==> config.mk <==
export PLATFORM = sky130hd
export DESIGN_NAME = idma_mc_port_flat
export DESIGN_NICKNAME = d
export VERILOG_FILES = /design/src/rtl/idma_mc_port_if.sv /design/src/rtl/idma_mc_port.sv /design/src/flat_wrapper.sv
export SDC_FILE = /design/constraint.sdc
export NUM_CORES = 1
export LEC_CHECK = 0
export CORE_MARGIN = 10
export CORE_UTILIZATION = 40
export DETAILED_ROUTE_END_ITERATION = 10
export MAX_ROUTING_LAYER = met4
export PLACE_DENSITY = 0.62
export SLEW_MARGIN = 10
export SYNTH_ARGS = -nofsm -noshare
export SYNTH_HDL_FRONTEND = slang
export SYNTH_SLANG_ARGS = --single-unit
==> constraint.sdc <==
create_clock -name DSPCLK -period 10.95 [get_ports DSPCLK]
set_clock_uncertainty 0.05 [all_clocks]
set_input_delay 2.19 -clock DSPCLK [delete_from_list [all_inputs] [get_ports DSPCLK]]
set_output_delay 2.19 -clock DSPCLK [all_outputs]
set_load 0.02 [all_outputs]
==> src/rtl/idma_mc_port_if.sv <==
// Host IDMA bus (select/latch/strobes/data/ack) shared between the host and the multi-channel port.
interface idma_mc_port_if #(parameter int HW = 16);
  logic          X_ISn;
  logic          X_IAL;
  logic          X_IRDn;
  logic          X_IWRn;
  logic [HW-1:0] T_IAD;
  logic [HW-1:0] IAD_do;
  logic          IAD_oe;
  logic          IACKn;

  modport master (output X_ISn, X_IAL, X_IRDn, X_IWRn, T_IAD,
                  input  IAD_do, IAD_oe, IACKn);
  modport slave  (input  X_ISn, X_IAL, X_IRDn, X_IWRn, T_IAD,
                  output IAD_do, IAD_oe, IACKn);
endinterface

==> src/rtl/idma_mc_port.sv <==
// Multi-channel IDMA host port: per-channel address/space/word-count, PM two-phase access, DONE pulses.
// Optional boot-hold flag enabled by defining IDMA_MC_BOOT_EN.
module idma_mc_port #(
  parameter int HW  = 16,
  parameter int AW  = 14,
  parameter int NCH = 4,
  parameter int WCW = 3,
  parameter int PMW = 24
) (
  input  logic           DSPCLK,
  input  logic           RST,
  idma_mc_port_if.slave  host,
  input  logic [WCW-1:0] RWAIT,
  input  logic [WCW-1:0] WWAIT,
  output logic           DSreq,
  input  logic           DSack,
  output logic [AW-1:0]  MEM_addr,
  output logic           MEM_pm,
  output logic           MEM_we,
  output logic [PMW-1:0] MEM_wd,
  input  logic [PMW-1:0] MEM_rd,
  output logic [NCH-1:0] DONE,
  input  logic           X_BMODE,
  output logic           BOOT
);
  localparam int CHW = (NCH > 1) ? $clog2(NCH) : 1;
  localparam int PB  = PMW - HW;

  // state     | meaning
  // S_IDLE    | waiting for latch / read / write begin, IACKn low
  // S_RD_REQ  | DM or PM 1st-phase read, DSreq held until DSack
  // S_RD_WAIT | PM 2nd-phase read, RWAIT countdown
  // S_WR_WAIT | write, WWAIT countdown before IAD capture
  // S_WR_REQ  | DM or PM 2nd-phase write, DSreq held until DSack
  typedef enum logic [2:0] {S_IDLE, S_RD_REQ, S_RD_WAIT, S_WR_WAIT, S_WR_REQ} state_t;
  state_t state;

  logic          isn_r, ial_r, irdn_r, iwrn_r;
  logic [HW-1:0] iad_r;
  logic          rdcmd_d, wrcmd_d;
  logic          iackn, pm_ph, arm;
  logic [CHW-1:0] ach;
  logic [HW-1:0] iad_do;
  logic [WCW-1:0] wcnt;
  logic [PB-1:0] rbuf;
  logic [HW-1:0] wbuf;
  logic [AW-1:0] addr  [NCH];
  logic          space [NCH];
  logic [HW-1:0] count [NCH];

  logic rdcmd, wrcmd, rdbeg, wrbeg, latch, pm_cur, word_done, boot_clr;

  assign rdcmd = ~isn_r & ~irdn_r;
  assign wrcmd = ~isn_r & ~iwrn_r;
  assign rdbeg = rdcmd & ~rdcmd_d;
  assign wrbeg = wrcmd & ~wrcmd_d;
  assign latch = ial_r & ~isn_r & ~iackn;
  assign pm_cur = space[ach];

  assign MEM_addr    = addr[ach];
  assign MEM_pm      = pm_cur;
  assign host.IACKn  = iackn;
  assign host.IAD_do = iad_do;
  assign host.IAD_oe = rdcmd | (state == S_RD_REQ) | (state == S_RD_WAIT);

  // DM words finish on DSack; PM words finish on their 2nd phase
  assign word_done = ((state == S_RD_REQ) & DSack & ~pm_cur) |
                     ((state == S_RD_WAIT) & (wcnt == '0)) |
                     ((state == S_WR_REQ) & DSack);
  assign boot_clr  = (state == S_WR_REQ) & DSack & pm_cur & (ach == '0) &
                     (&addr[0]) & (count[0] == HW'(1));

  always_ff @(posedge DSPCLK or posedge RST) begin
    if (RST) begin
      isn_r   <= 1'b1;
      ial_r   <= 1'b0;
      irdn_r  <= 1'b1;
      iwrn_r  <= 1'b1;
      iad_r   <= '0;
      rdcmd_d <= 1'b0;
      wrcmd_d <= 1'b0;
      state   <= S_IDLE;
      iackn   <= 1'b0;
      DSreq   <= 1'b0;
      MEM_we  <= 1'b0;
      MEM_wd  <= '0;
      iad_do  <= '0;
      DONE    <= '0;
      pm_ph   <= 1'b0;
      arm     <= 1'b0;
      ach     <= '0;
      wcnt    <= '0;
      rbuf    <= '0;
      wbuf    <= '0;
      for (int i = 0; i < NCH; i++) begin
        addr[i]  <= '0;
        space[i] <= 1'b0;
        count[i] <= '0;
      end
    end else begin
      isn_r   <= host.X_ISn;
      ial_r   <= host.X_IAL;
      irdn_r  <= host.X_IRDn;
      iwrn_r  <= host.X_IWRn;
      iad_r   <= host.T_IAD;
      rdcmd_d <= rdcmd;
      wrcmd_d <= wrcmd;
      DONE    <= '0;
      case (state)
        S_IDLE: begin
          if (rdbeg) begin
            iackn <= 1'b1;
            if (pm_cur && pm_ph) begin
              wcnt  <= RWAIT;
              state <= S_RD_WAIT;
            end else begin
              DSreq <= 1'b1;
              state <= S_RD_REQ;
            end
          end else if (wrbeg) begin
            iackn <= 1'b1;
            wcnt  <= WWAIT;
            state <= S_WR_WAIT;
          end else if (latch) begin
            if (iad_r[HW-1]) begin
              ach <= iad_r[CHW-1:0];
              if (iad_r[8]) arm <= 1'b1;
            end else begin
              addr[ach]  <= iad_r[AW-1:0];
              space[ach] <= iad_r[AW];
              pm_ph      <= 1'b0;
            end
          end
        end
        S_RD_REQ: begin
          if (DSack) begin
            DSreq <= 1'b0;
            iackn <= 1'b0;
            state <= S_IDLE;
            if (pm_cur) begin
              iad_do <= MEM_rd[PMW-1:PB];
              rbuf   <= MEM_rd[PB-1:0];
              pm_ph  <= 1'b1;
            end else begin
              iad_do <= MEM_rd[HW-1:0];
            end
          end
        end
        S_RD_WAIT: begin
          if (wcnt == '0) begin
            iad_do <= HW'(rbuf);
            iackn  <= 1'b0;
            state  <= S_IDLE;
          end else begin
            wcnt <= wcnt - 1'b1;
          end
        end
        S_WR_WAIT: begin
          if (wcnt != '0) begin
            wcnt <= wcnt - 1'b1;
          end else if (arm) begin
            count[ach] <= iad_r;
            arm        <= 1'b0;
            iackn      <= 1'b0;
            state      <= S_IDLE;
          end else if (!pm_cur) begin
            MEM_wd <= PMW'(iad_r);
            MEM_we <= 1'b1;
            DSreq  <= 1'b1;
            state  <= S_WR_REQ;
          end else if (!pm_ph) begin
            wbuf  <= iad_r;
            pm_ph <= 1'b1;
            iackn <= 1'b0;
            state <= S_IDLE;
          end else begin
            MEM_wd <= {wbuf, iad_r[PB-1:0]};
            MEM_we <= 1'b1;
            DSreq  <= 1'b1;
            state  <= S_WR_REQ;
          end
        end
        S_WR_REQ: begin
          if (DSack) begin
            DSreq  <= 1'b0;
            MEM_we <= 1'b0;
            iackn  <= 1'b0;
            state  <= S_IDLE;
          end
        end
        default: state <= S_IDLE;
      endcase
      // zero count means unlimited: no decrement, no pulse
      if (word_done) begin
        addr[ach] <= addr[ach] + 1'b1;
        pm_ph     <= 1'b0;
        if (count[ach] != '0) begin
          count[ach] <= count[ach] - 1'b1;
          if (count[ach] == HW'(1)) DONE[ach] <= 1'b1;
        end
      end
    end
  end

`ifdef IDMA_MC_BOOT_EN
  logic boot_r;
  always_ff @(posedge DSPCLK) begin
    if (RST)           boot_r <= X_BMODE;
    else if (boot_clr) boot_r <= 1'b0;
  end
  assign BOOT = boot_r;
`else
  logic unused_boot;
  assign unused_boot = X_BMODE ^ boot_clr;
  assign BOOT = 1'b0;
`endif
endmodule

==> src/flat_wrapper.sv <==
// flat-port wrapper written by rule: the top's interface ports become plain ports
module idma_mc_port_flat 
#(
  parameter int HW  = 16,
  parameter int AW  = 14,
  parameter int NCH = 4,
  parameter int WCW = 3,
  parameter int PMW = 24
)
  (DSPCLK, RST, RWAIT, WWAIT, DSreq, DSack, MEM_addr, MEM_pm, MEM_we, MEM_wd, MEM_rd, DONE, X_BMODE, BOOT, host_X_ISn, host_X_IAL, host_X_IRDn, host_X_IWRn, host_T_IAD, host_IAD_do, host_IAD_oe, host_IACKn);
  idma_mc_port_if #(.HW(HW)) host_i ();
  input  logic DSPCLK;
  input  logic RST;
  input  logic [WCW-1:0] RWAIT;
  input  logic [WCW-1:0] WWAIT;
  output logic DSreq;
  input  logic DSack;
  output logic [AW-1:0] MEM_addr;
  output logic MEM_pm;
  output logic MEM_we;
  output logic [PMW-1:0] MEM_wd;
  input  logic [PMW-1:0] MEM_rd;
  output logic [NCH-1:0] DONE;
  input  logic X_BMODE;
  output logic BOOT;
  input wire logic [$bits(host_i.X_ISn)-1:0] host_X_ISn;
  input wire logic [$bits(host_i.X_IAL)-1:0] host_X_IAL;
  input wire logic [$bits(host_i.X_IRDn)-1:0] host_X_IRDn;
  input wire logic [$bits(host_i.X_IWRn)-1:0] host_X_IWRn;
  input wire logic [$bits(host_i.T_IAD)-1:0] host_T_IAD;
  output wire logic [$bits(host_i.IAD_do)-1:0] host_IAD_do;
  output wire logic [$bits(host_i.IAD_oe)-1:0] host_IAD_oe;
  output wire logic [$bits(host_i.IACKn)-1:0] host_IACKn;
  assign host_i.X_ISn = host_X_ISn;
  assign host_i.X_IAL = host_X_IAL;
  assign host_i.X_IRDn = host_X_IRDn;
  assign host_i.X_IWRn = host_X_IWRn;
  assign host_i.T_IAD = host_T_IAD;
  assign host_IAD_do = host_i.IAD_do;
  assign host_IAD_oe = host_i.IAD_oe;
  assign host_IACKn = host_i.IACKn;
  idma_mc_port #(.HW(HW), .AW(AW), .NCH(NCH), .WCW(WCW), .PMW(PMW)) u_core (.DSPCLK(DSPCLK), .RST(RST), .host(host_i), .RWAIT(RWAIT), .WWAIT(WWAIT), .DSreq(DSreq), .DSack(DSack), .MEM_addr(MEM_addr), .MEM_pm(MEM_pm), .MEM_we(MEM_we), .MEM_wd(MEM_wd), .MEM_rd(MEM_rd), .DONE(DONE), .X_BMODE(X_BMODE), .BOOT(BOOT));
endmodule
==> results of run 1 <==
==> registers in the layout (all words and copies together), names as in the netlist, 2 cells and up <==
signal / count
u_core.rbuf: 8
u_core.state: 3
u_core.count: 64
u_core.ach: 2
u_core.addr: 56
u_core.host.IAD_do: 16
u_core.DONE: 4
u_core.MEM_wd: 24
u_core.wbuf: 16
u_core.wcnt: 3
u_core.iad_r: 16
u_core.space: 4
==> routing by layer <==
layer | vias up | global-route usage
met4 | 0 | 0.0400
met3 | 35 | 0.0227
li1 | 3604 | -
met2 | 155 | 0.271
met1 | 4030 | 0.221
met5 | - | -
==> logic make-up after synthesis <==
family,count (synthesis)
multiplexers,298
adder cells (fa/ha/maj),6
flip-flops,227
other,1
AO/OA/AOI/OAI,101
AND/OR/NAND/NOR,220
buffers and inverters,81
XOR/XNOR,27
==> report_power, final <==
group / internal, mW / total (mW) / switching [mW]
combinational: 0.661 / 1.50 / 0.840
clock: 0.495 / 0.849 / 0.354
sequential: 1.10 / 1.27 / 0.173
==> worst max-delay path, cell delays in order, from the launching register on <==
cell,delay [ns]
sky130_fd_sc_hd__dfrtp_2,0.33
sky130_fd_sc_hd__buf_4,0.58
sky130_fd_sc_hd__mux4_2,0.35
sky130_fd_sc_hd__buf_4,0.45
sky130_fd_sc_hd__clkdlybuf4s50_1,0.71
==> worst max path at each step <==
stage	from	to	slack, ns	cells after the start
floorplan	RST	u_core.DONE[0]$_DFF_PP0_	2.50	1
global placement	DSack	u_core.count[12]$_DFF_PP0_	5.68	8
detailed placement	DSack	u_core.count[12]$_DFF_PP0_	5.66	8
CTS	u_core.ach[0]$_DFFE_PP0P_	MEM_pm	5.64	4
global route	u_core.ach[0]$_DFFE_PP0P_	MEM_pm	5.53	4
finish	u_core.ach[0]$_DFFE_PP0P_	MEM_pm	5.73	4
==> area by class of cell <==
type / count / area share
clock buffer: 43 / 0.0579
clock inverter: 6 / 0.00282
inverter: 12 / 0.00383
multi-input combinational: 653 / 0.397
sequential: 227 / 0.414
tap: 384 / 0.0350
timing repair buffer: 126 / 0.0898
==> cells in the final DEF, fill, tap and decap left out, types with 5 or more instances in the layout <==
master	n
sky130_fd_sc_hd__clkbuf_8	6
sky130_fd_sc_hd__nand3_1	13
sky130_fd_sc_hd__buf_4	11
sky130_fd_sc_hd__mux2_2	29
sky130_fd_sc_hd__nand3b_1	5
sky130_fd_sc_hd__nor3_1	7
sky130_fd_sc_hd__inv_1	11
sky130_fd_sc_hd__ha_1	6
sky130_fd_sc_hd__mux2i_1	238
sky130_fd_sc_hd__xnor2_1	10
sky130_fd_sc_hd__a21oi_2	8
sky130_fd_sc_hd__clkbuf_16	27
sky130_fd_sc_hd__xor2_1	17
sky130_fd_sc_hd__o21ai_0	29
sky130_fd_sc_hd__a21oi_1	35
sky130_fd_sc_hd__clkbuf_1	10
sky130_fd_sc_hd__mux4_1	10
sky130_fd_sc_hd__clkdlybuf4s50_1	115
sky130_fd_sc_hd__nor2_1	68
sky130_fd_sc_hd__nand2_1	85
sky130_fd_sc_hd__dfrtp_1	223
sky130_fd_sc_hd__nor2b_1	5
sky130_fd_sc_hd__a31oi_1	5
sky130_fd_sc_hd__a22o_1	9
sky130_fd_sc_hd__mux4_2	21
==> metrics by stage <==
step                hold slack (ns)  std cells   util  cell area, um^2
global placement              0.413       1402  0.450            12900
CTS                           0.436       1451  0.479            13700
detailed placement            0.413       1402  0.450            12900
finish                        0.426       1451  0.479            13700
global route                  0.455       1451  0.479            13700
floorplan                     0.409        961      -            11600
==> results.py, run 1 <==
metrics = {
    "power_and_ir_drop": {
        "powerDensity_nw_per_um2": 264,
        "p_leak_nw": 6.62,
        "ir_worst_vdd_mv": 0.169,
        "fin_total_pwr_mw": 3.62,
    },
    "yosys": {
        "synth_sequential_area_ratio": 0.490,
        "synthMostInstantiatedCell": "sky130_fd_sc_hd__mux2i_1",
        "synth-compound-area-share": 0.0538,
        "ys_async_sr_fraction": 1.00,
        "synth-edff-count": 0,
        "most_used_standard_cells_in_the_synthesized_netlist": "sky130_fd_sc_hd__mux2i_1, sky130_fd_sc_hd__dfrtp_1, sky130_fd_sc_hd__nand2_1",
        "yosysUniqueCellTypes": 54,
        "main_combinational_cell_family_by_area_after_synthesis": "multiplexers",
        "synthCells": 961,
        "total_of_warnings_raised_by_yosys": 0,
        "proportion_of_synthesized_area_in_mux_cells": 0.297,
        "seq_cells_post_synth": 227,
        "synth_fp_nets": 1021,
        "synth_ff_type": "sky130_fd_sc_hd__dfrtp_1",
        "share_of_the_synthesized_area_in_the_top_cell_type": 0.483,
        "synth-xor-area-share": 0.0204,
        "synth.area.top_cells": "sky130_fd_sc_hd__dfrtp_1, sky130_fd_sc_hd__mux2i_1, sky130_fd_sc_hd__mux4_2",
        "yosys.area_share.simple": 0.0917,
        "netlist.top_cell.by_area": "sky130_fd_sc_hd__dfrtp_1",
        "synthesis.area_um2": 11600,
        "syn_avg_cell_area_um2": 12.1,
        "synth-adder-area-share": 0.00647,
    },
    "sta": {
        "final-hold-violation-count": 0,
        "report.final.setup_viol": 0,
        "period_needed_ns": 5.22,
        "grt_setup_unrepaired": "no",
        "layout_worst_path_cycle_share": 0.477,
        "worst_slew_pin_slew_ns": 1.14,
        "slew_violations": 0,
        "max_freq_mhz": 192,
        "finalWorstSetupSlack_ns": 5.73,
        "slew_headroom": 0.239,
        "finalSetupTns_ns": 0,
    },
    "clocking": {
        "clock_latency_ns": 0.54,
        "path_clk_slew_ns": 0.06,
        "cts_hold_buffers": 0,
        "htree_levels": 1,
        "cts_made_buffers": 27,
        "clock_tree.buffer_depth": 3,
        "clock_tree_from_tritoncts": "yes",
        "cts_sinks": 227,
        "clock_root_buffer": "sky130_fd_sc_hd__clkbuf_16",
        "post-cts-setup-buffers": 0,
        "cts_repair_resize_count": 0,
    },
    "min_path": {
        "hp-start": "u_core.host.IAD_do[8]$_DFFE_PP0P_",
        "min_delay_path_depth": 2,
        "hold_end": "u_core.host.IAD_do[8]$_DFFE_PP0P_",
        "worst_hold_path_type": "register to register",
    },
    "layout": {
        "n_antenna_cell": 0,
        "multi_input_comb_area_um2": 5450,
        "final_nets": 1107,
        "ratio_of_cells_with_drive_above_1_in_the_final_layout": 0.119,
        "filler_cell_count": 2698,
        "seqCellArea_um2": 5690,
        "syn_to_final_growth_pct": 18.4,
    },
    "critical_path": {
        "reg2reg_depth": 9,
        "critPathLaunchType": "register",
        "worstPathArrival_ns": 2.98,
        "timing.rr.end": "u_core.count[39]$_DFF_PP0_",
        "critPathCaptureType": "output port",
        "r2r-start": "u_core.ach[0]$_DFFE_PP0P_",
        "critical_path_peak_fanout": 37,
        "timing.setup.critical_path_class": "register to output port",
        "worst-r2r-setup-slack_ns": 7.23,
        "worst-endpoint-required_ns": 8.71,
    },
    "detailed_routing": {
        "wl_met1_mm": 13.8,
        "wl_met3_mm": 1.02,
        "drt-initial-drc-count": 495,
        "post_drt_wl_per_cell_um": 20.5,
        "top_layer": "met4",
        "drt-pass1-iter-count": 5,
        "total_wire_length_mm": 29.8,
        "avgViaCountPerCell": 5.39,
        "vias": 7824,
        "residual_antenna_violating_net_count_after_detailed_routing": 0,
        "met2WireLength_mm": 14.4,
        "remaining_drc_errors": 0,
    },
    "global_routing": {
        "first_global_vias": 8266,
        "grt_max_degree": 115,
        "grtUsageTotal": 0.168,
        "antenna_found_initial": 0,
        "grt.overflow.total": 0,
        "grt_pass1_wl_mm": 47.3,
    },
    "floorplanning": {
        "fp-row-count": 62,
        "top_level_ports": 118,
        "die_height_um": 190,
        "die_area_um2": 36200,
        "floorplan.initialDensity": 0.404,
        "core_region_area_um2": 28700,
        "fp.dieW_um": 190,
    },
    "placement": {
        "dp_slack_ns": 5.66,
        "post-dp-hpwl_mm": 19.0,
        "final_weighted_congestion_of_routability_driven_global_placement": 0.797,
        "buffer_ports.inserted": 115,
    },
    "flow_run": {
        "drv_cap": 0,
    },
    "run_status": {
        "run_status": "complete, no violations",
    },
}
Note: power is estimated with default switching activity, not from simulation.
==> run 2: changes to the inputs <==
clock period = 5.3 ns   (was 10.95 ns; I/O delays follow)
==> results.py, run 2 (synthesized netlist as in run 1, its figures left out) <==
metrics = {
    "run_status": {
        "run_status": "complete, no violations",
    },
    "global_routing": {
        "grtUsageTotal": 0.168,
        "grt_most_used_layer": "met2",
        "grt_use_met1": 0.225,
        "globalRouteMet2Util": 0.272,
        "antenna_found_initial": 0,
        "first_global_vias": 8135,
        "grt_pass1_wl_mm": 47.6,
        "grt.overflow.total": 0,
        "grt_max_degree": 72,
        "globalRouteMet3Util": 0.0187,
    },
    "clocking": {
        "cts_made_buffers": 26,
        "clock_tree.buffer_depth": 3,
        "clock_tree_from_tritoncts": "yes",
        "cts_hold_buffers": 0,
        "cts_sinks": 227,
        "cts_repair_resize_count": 0,
        "path_clk_slew_ns": 0.06,
        "clock_latency_ns": 0.53,
        "clock_root_buffer": "sky130_fd_sc_hd__clkbuf_16",
        "post-cts-setup-buffers": 0,
        "htree_levels": 1,
    },
    "detailed_routing": {
        "post_drt_wl_per_cell_um": 20.5,
        "remaining_drc_errors": 0,
        "avgViaCountPerCell": 5.36,
        "vias": 7807,
        "drt-pass1-iter-count": 4,
        "residual_antenna_violating_net_count_after_detailed_routing": 0,
        "drt-initial-drc-count": 477,
        "total_wire_length_mm": 29.9,
    },
    "sta": {
        "slew_violations": 0,
        "worst_slew_pin_slew_ns": 1.17,
        "layout_worst_path_cycle_share": 0.805,
        "period_needed_ns": 4.27,
        "finalSetupTns_ns": 0,
        "grt_setup_unrepaired": "no",
        "max_freq_mhz": 234,
        "timing.hold.ws_ns": 0.432,
        "report.final.setup_viol": 0,
        "slew_headroom": 0.215,
        "final-hold-violation-count": 0,
    },
    "power_and_ir_drop": {
        "fin_total_pwr_mw": 7.84,
        "p_leak_nw": 6.75,
        "ir_worst_vdd_mv": 0.403,
        "powerDensity_nw_per_um2": 561,
    },
    "critical_path": {
        "critical_path.max_stage_delay_ns": 0.86,
        "timing.setup.critical_path_class": "register to output port",
        "critPathCaptureType": "output port",
        "critical_path_peak_fanout": 24,
        "worst-endpoint-required_ns": 4.19,
        "worstPathArrival_ns": 3.16,
        "critical_path.cell_chain": "buf_4 > mux4_1 > clkdlybuf4s50_1",
        "worst_path_max_delay_cell": "sky130_fd_sc_hd__dfrtp_2",
        "critPathLaunchType": "register",
        "r2r-start": "u_core.ach[0]$_DFFE_PP0P_",
        "startpoint": "u_core.ach[0]$_DFFE_PP0P_",
    },
    "min_path": {
        "worst_hold_path_type": "register to register",
        "hp-start": "u_core.host.IAD_do[0]$_DFFE_PP0P_",
    },
    "placement": {
        "final_weighted_congestion_of_routability_driven_global_placement": 0.811,
        "post-dp-hpwl_mm": 19.6,
        "buffer_ports.inserted": 115,
    },
    "floorplanning": {
        "core_region_area_um2": 28700,
        "die_height_um": 190,
        "top_level_ports": 118,
        "fp-row-count": 62,
        "fp.dieW_um": 190,
        "floorplan.initialDensity": 0.404,
        "die_area_um2": 36200,
    },
    "layout": {
        "largest_reg_flops": 64,
        "n_antenna_cell": 0,
        "mostFrequentLayoutCell": "sky130_fd_sc_hd__mux2i_1",
        "ratio_of_cells_with_drive_above_1_in_the_final_layout": 0.132,
        "largest-register": "u_core.count",
        "final_nets": 1112,
        "syn_to_final_growth_pct": 20.5,
        "final_cell_mix": "sky130_fd_sc_hd__mux2i_1, sky130_fd_sc_hd__dfrtp_1, sky130_fd_sc_hd__clkdlybuf4s50_1",
        "reg.largest.list": "u_core.count x64, u_core.addr x56, u_core.MEM_wd x24",
        "post-route-util": 0.487,
    },
    "flow_run": {
        "drv_cap": 0,
    },
}
-- run 2: changes by cell type in the layout (fill, tap and decap cells not counted), sizes merged --
cell	change
buf	+6
bufinv	+8
clkbuf	-12
clkinv	+3
clkinvlp	+2
inv	-2
-- run 2: critical path: cells and delay by family (launching register included) --
family	cells	cell delay, ns
flip-flops	1	0.86
buffers and inverters	2	1.04
multiplexers	1	0.71
-- run 2: cell type report --
type | count | area, um^2
inverters | 12 | 48.8
clock buffers | 31 | 721
multi-input cells | 653 | 5450
clock inverters | 17 | 293
well taps | 384 | 480
flip-flops and latches | 227 | 5690
fillers | 2602 | 14700
repair buffers | 132 | 1300
-- run 2: worst paths after layout --
check	to	cells after the start	slack, ns
setup / recovery	MEM_addr[3]	3	1.03
hold / removal	u_core.host.IAD_do[0]$_DFFE_PP0P_	2	0.43
setup reg to reg	u_core.count[36]$_DFF_PP0_	8	1.65
hold reg to reg	u_core.host.IAD_do[0]$_DFFE_PP0P_	2	0.43
max in group asynchronous	u_core.addr[21]$_DFF_PP0_	4	3.09
min in group asynchronous	u_core.MEM_wd[18]$_DFFE_PP0P_	2	1.02
-- run 2: metal layers --
layer | vias up | part of all wire
met5 | - | 0
met4 | 0 | 0.014
met3 | 28 | 0.038
met2 | 162 | 0.48
met1 | 3988 | 0.46
li1 | 3629 | -
-- run 2: through the flow --
stage / cell area (um^2) / cells / worst slack (ns)
finish: 14000 / 1456 / 1.03
global route: 14000 / 1456 / 0.879
CTS: 14000 / 1456 / 0.975
detailed placement: 13000 / 1408 / 1.52
global placement: 13000 / 1408 / 1.55
floorplan: 11600 / 961 / 1.23
-- run 2: power breakdown --
part | internal [mW] | switching (mW)
Clock | 1.36 | 0.746
Combinational | 1.37 | 1.69
Sequential | 2.27 | 0.395
Total | 5.01 | 2.83
==> run 3: changes to the inputs <==
PLACE_DENSITY = 0.64   (was 0.62)
clock period = 3.5 ns   (was 5.3 ns; I/O delays follow)
==> results.py, run 3 (synthesized netlist as in run 1, its figures left out) <==
metrics = {
    "sta": {
        "max_freq_mhz": 291,
        "layout_worst_path_cycle_share": 0.983,
        "slew_headroom": 0.408,
        "worst_slew_pin_slew_ns": 0.886,
        "slew_violations": 0,
        "final-hold-violation-count": 0,
        "grt_setup_unrepaired": "no",
        "report.final.setup_viol": 0,
        "timing.hold.ws_ns": 0.425,
        "period_needed_ns": 3.44,
    },
    "detailed_routing": {
        "post_drt_wl_per_cell_um": 20.2,
        "remaining_drc_errors": 0,
        "drt-pass1-iter-count": 4,
        "total_wire_length_mm": 29.6,
        "drt-initial-drc-count": 387,
        "vias": 7795,
        "residual_antenna_violating_net_count_after_detailed_routing": 0,
        "avgViaCountPerCell": 5.31,
    },
    "power_and_ir_drop": {
        "total_switching_power_mw": 4.26,
        "power.share.combinational": 0.419,
        "power.share.switching": 0.375,
        "ir_worst_vdd_mv": 0.530,
        "p_leak_nw": 6.75,
        "intPower_mw": 7.11,
        "powerDensity_nw_per_um2": 814,
        "power.share.clock": 0.226,
        "power.share.sequential": 0.355,
    },
    "critical_path": {
        "critical_path_peak_fanout": 16,
        "timing.setup.critical_path_class": "register to output port",
        "critPathCaptureType": "output port",
        "startpoint": "u_core.ach[1]$_DFFE_PP0P_",
        "reg2reg_depth": 5,
        "timing.rr.end": "u_core.wbuf[7]$_DFFE_PP0P_",
        "worst-r2r-setup-slack_ns": 0.52,
        "r2r-start": "u_core.ach[0]$_DFFE_PP0P_",
        "critPathLaunchType": "register",
        "worstPathArrival_ns": 2.69,
        "worst-endpoint-required_ns": 2.75,
    },
    "floorplanning": {
        "fp-row-count": 62,
        "floorplan.initialDensity": 0.404,
        "fp.dieW_um": 190,
        "die_height_um": 190,
        "core_region_area_um2": 28700,
        "die_area_um2": 36200,
        "top_level_ports": 118,
    },
    "placement": {
        "dpl-instance-area_um2": 13200,
        "final_weighted_congestion_of_routability_driven_global_placement": 0.876,
        "buffer_ports.inserted": 115,
        "post-dp-hpwl_mm": 19.9,
    },
    "layout": {
        "final_nets": 1126,
        "n_antenna_cell": 0,
        "final_cell_mix": "sky130_fd_sc_hd__mux2i_1, sky130_fd_sc_hd__dfrtp_1, sky130_fd_sc_hd__clkdlybuf4s50_1",
        "syn_to_final_growth_pct": 20.4,
        "largest-register": "u_core.count",
        "largest_reg_flops": 64,
        "mostFrequentLayoutCell": "sky130_fd_sc_hd__mux2i_1",
        "ratio_of_cells_with_drive_above_1_in_the_final_layout": 0.134,
        "post-route-util": 0.487,
        "reg.largest.list": "u_core.count x64, u_core.addr x56, u_core.MEM_wd x24",
        "final_area_um2": 14000,
    },
    "global_routing": {
        "grt_max_degree": 58,
        "grt.overflow.total": 0,
        "grtUsageTotal": 0.167,
        "first_global_vias": 8169,
        "grt_pass1_wl_mm": 47.0,
        "antenna_found_initial": 0,
    },
    "clocking": {
        "clock_latency_ns": 0.54,
        "post-cts-setup-buffers": 0,
        "clock_root_buffer": "sky130_fd_sc_hd__clkbuf_16",
        "clock_tree_from_tritoncts": "yes",
        "cts_repair_resize_count": 1,
        "htree_levels": 1,
        "cts_hold_buffers": 0,
        "cts_made_buffers": 25,
        "cts_sinks": 227,
        "clock_tree.buffer_depth": 3,
        "path_clk_slew_ns": 0.06,
    },
    "run_status": {
        "run_status": "complete, no violations",
    },
    "min_path": {
        "hp-start": "u_core.host.IAD_do[2]$_DFFE_PP0P_",
        "hold_end": "u_core.host.IAD_do[2]$_DFFE_PP0P_",
        "worst_hold_path_type": "register to register",
        "min_delay_path_depth": 2,
    },
    "flow_run": {
        "drv_cap": 0,
    },
}
==> run 3: changes by cell type in the layout (fill, tap and decap cells not counted) <==
cell / delta
sky130_fd_sc_hd__buf_4: +8
sky130_fd_sc_hd__bufinv_16: -8
sky130_fd_sc_hd__buf_12: +7
sky130_fd_sc_hd__clkbuf_1: +7
sky130_fd_sc_hd__clkbuf_8: +5
sky130_fd_sc_hd__clkinv_2: -4
sky130_fd_sc_hd__clkinvlp_4: -3
sky130_fd_sc_hd__clkbuf_16: -2
sky130_fd_sc_hd__dfrtp_2: -1
sky130_fd_sc_hd__dfrtp_4: +1
sky130_fd_sc_hd__inv_16: +1
==> run 3: power by group through the flow <==
stage | logic (mW) | clock network (mW) | registers, mW
after floorplan | 3.28 | 0 | 4.00
after global placement | 4.73 | 0 | 4.05
after detailed placement | 4.79 | 0 | 4.07
after CTS | 4.82 | 2.63 | 4.03
after global routing | 5.20 | 2.72 | 4.14
final | 4.77 | 2.57 | 4.03
==> run 3: worst max-delay path by stage <==
stage	end	cells after the start	slack (ns)
floorplan	u_core.DONE[0]$_DFF_PP0_	1	-0.21
global placement	u_core.wbuf[0]$_DFFE_PP0P_	5	0.51
detailed placement	u_core.count[53]$_DFF_PP0_	7	0.47
CTS	MEM_addr[13]	3	0.008
global route	MEM_addr[0]	4	0.0003
finish	MEM_addr[13]	3	0.06
==> run 3: cell type report <==
cell class	instances	area, um^2
Fill cell	2618	14700
Sequential cell	227	5690
Multi-Input combinational cell	653	5450
Timing Repair Buffer	147	1500
Clock buffer	41	766
Tap cell	384	480
Inverter	12	48.8
Clock inverter	3	30.0
==> run 3: worst max-delay path, stage by stage, from the launching register on <==
cell	delay [ns]
sky130_fd_sc_hd__dfrtp_1	0.76
sky130_fd_sc_hd__buf_12	0.25
sky130_fd_sc_hd__mux4_2	0.57
sky130_fd_sc_hd__clkdlybuf4s50_1	0.57
==> run 3: layer usage <==
layer	vias up	global-route usage	wire [um]
met5	-	-	0
met4	0	0.0376	583
met3	38	0.0258	1270
met2	145	0.262	14000
met1	3967	0.223	13700
li1	3645	-	-
==> run 3: metrics by stage <==
step | TNS [ns] | power, mW | setup slack, ns | std cells
after floorplan | -47.83 | 7.28 | -0.214 | 961
after global placement | 0 | 8.78 | 0.508 | 1423
after detailed placement | 0 | 8.86 | 0.470 | 1423
after CTS | 0 | 11.5 | 0.00817 | 1467
after global routing | 0 | 12.1 | 0.000326 | 1467
final | 0 | 11.4 | 0.0604 | 1467
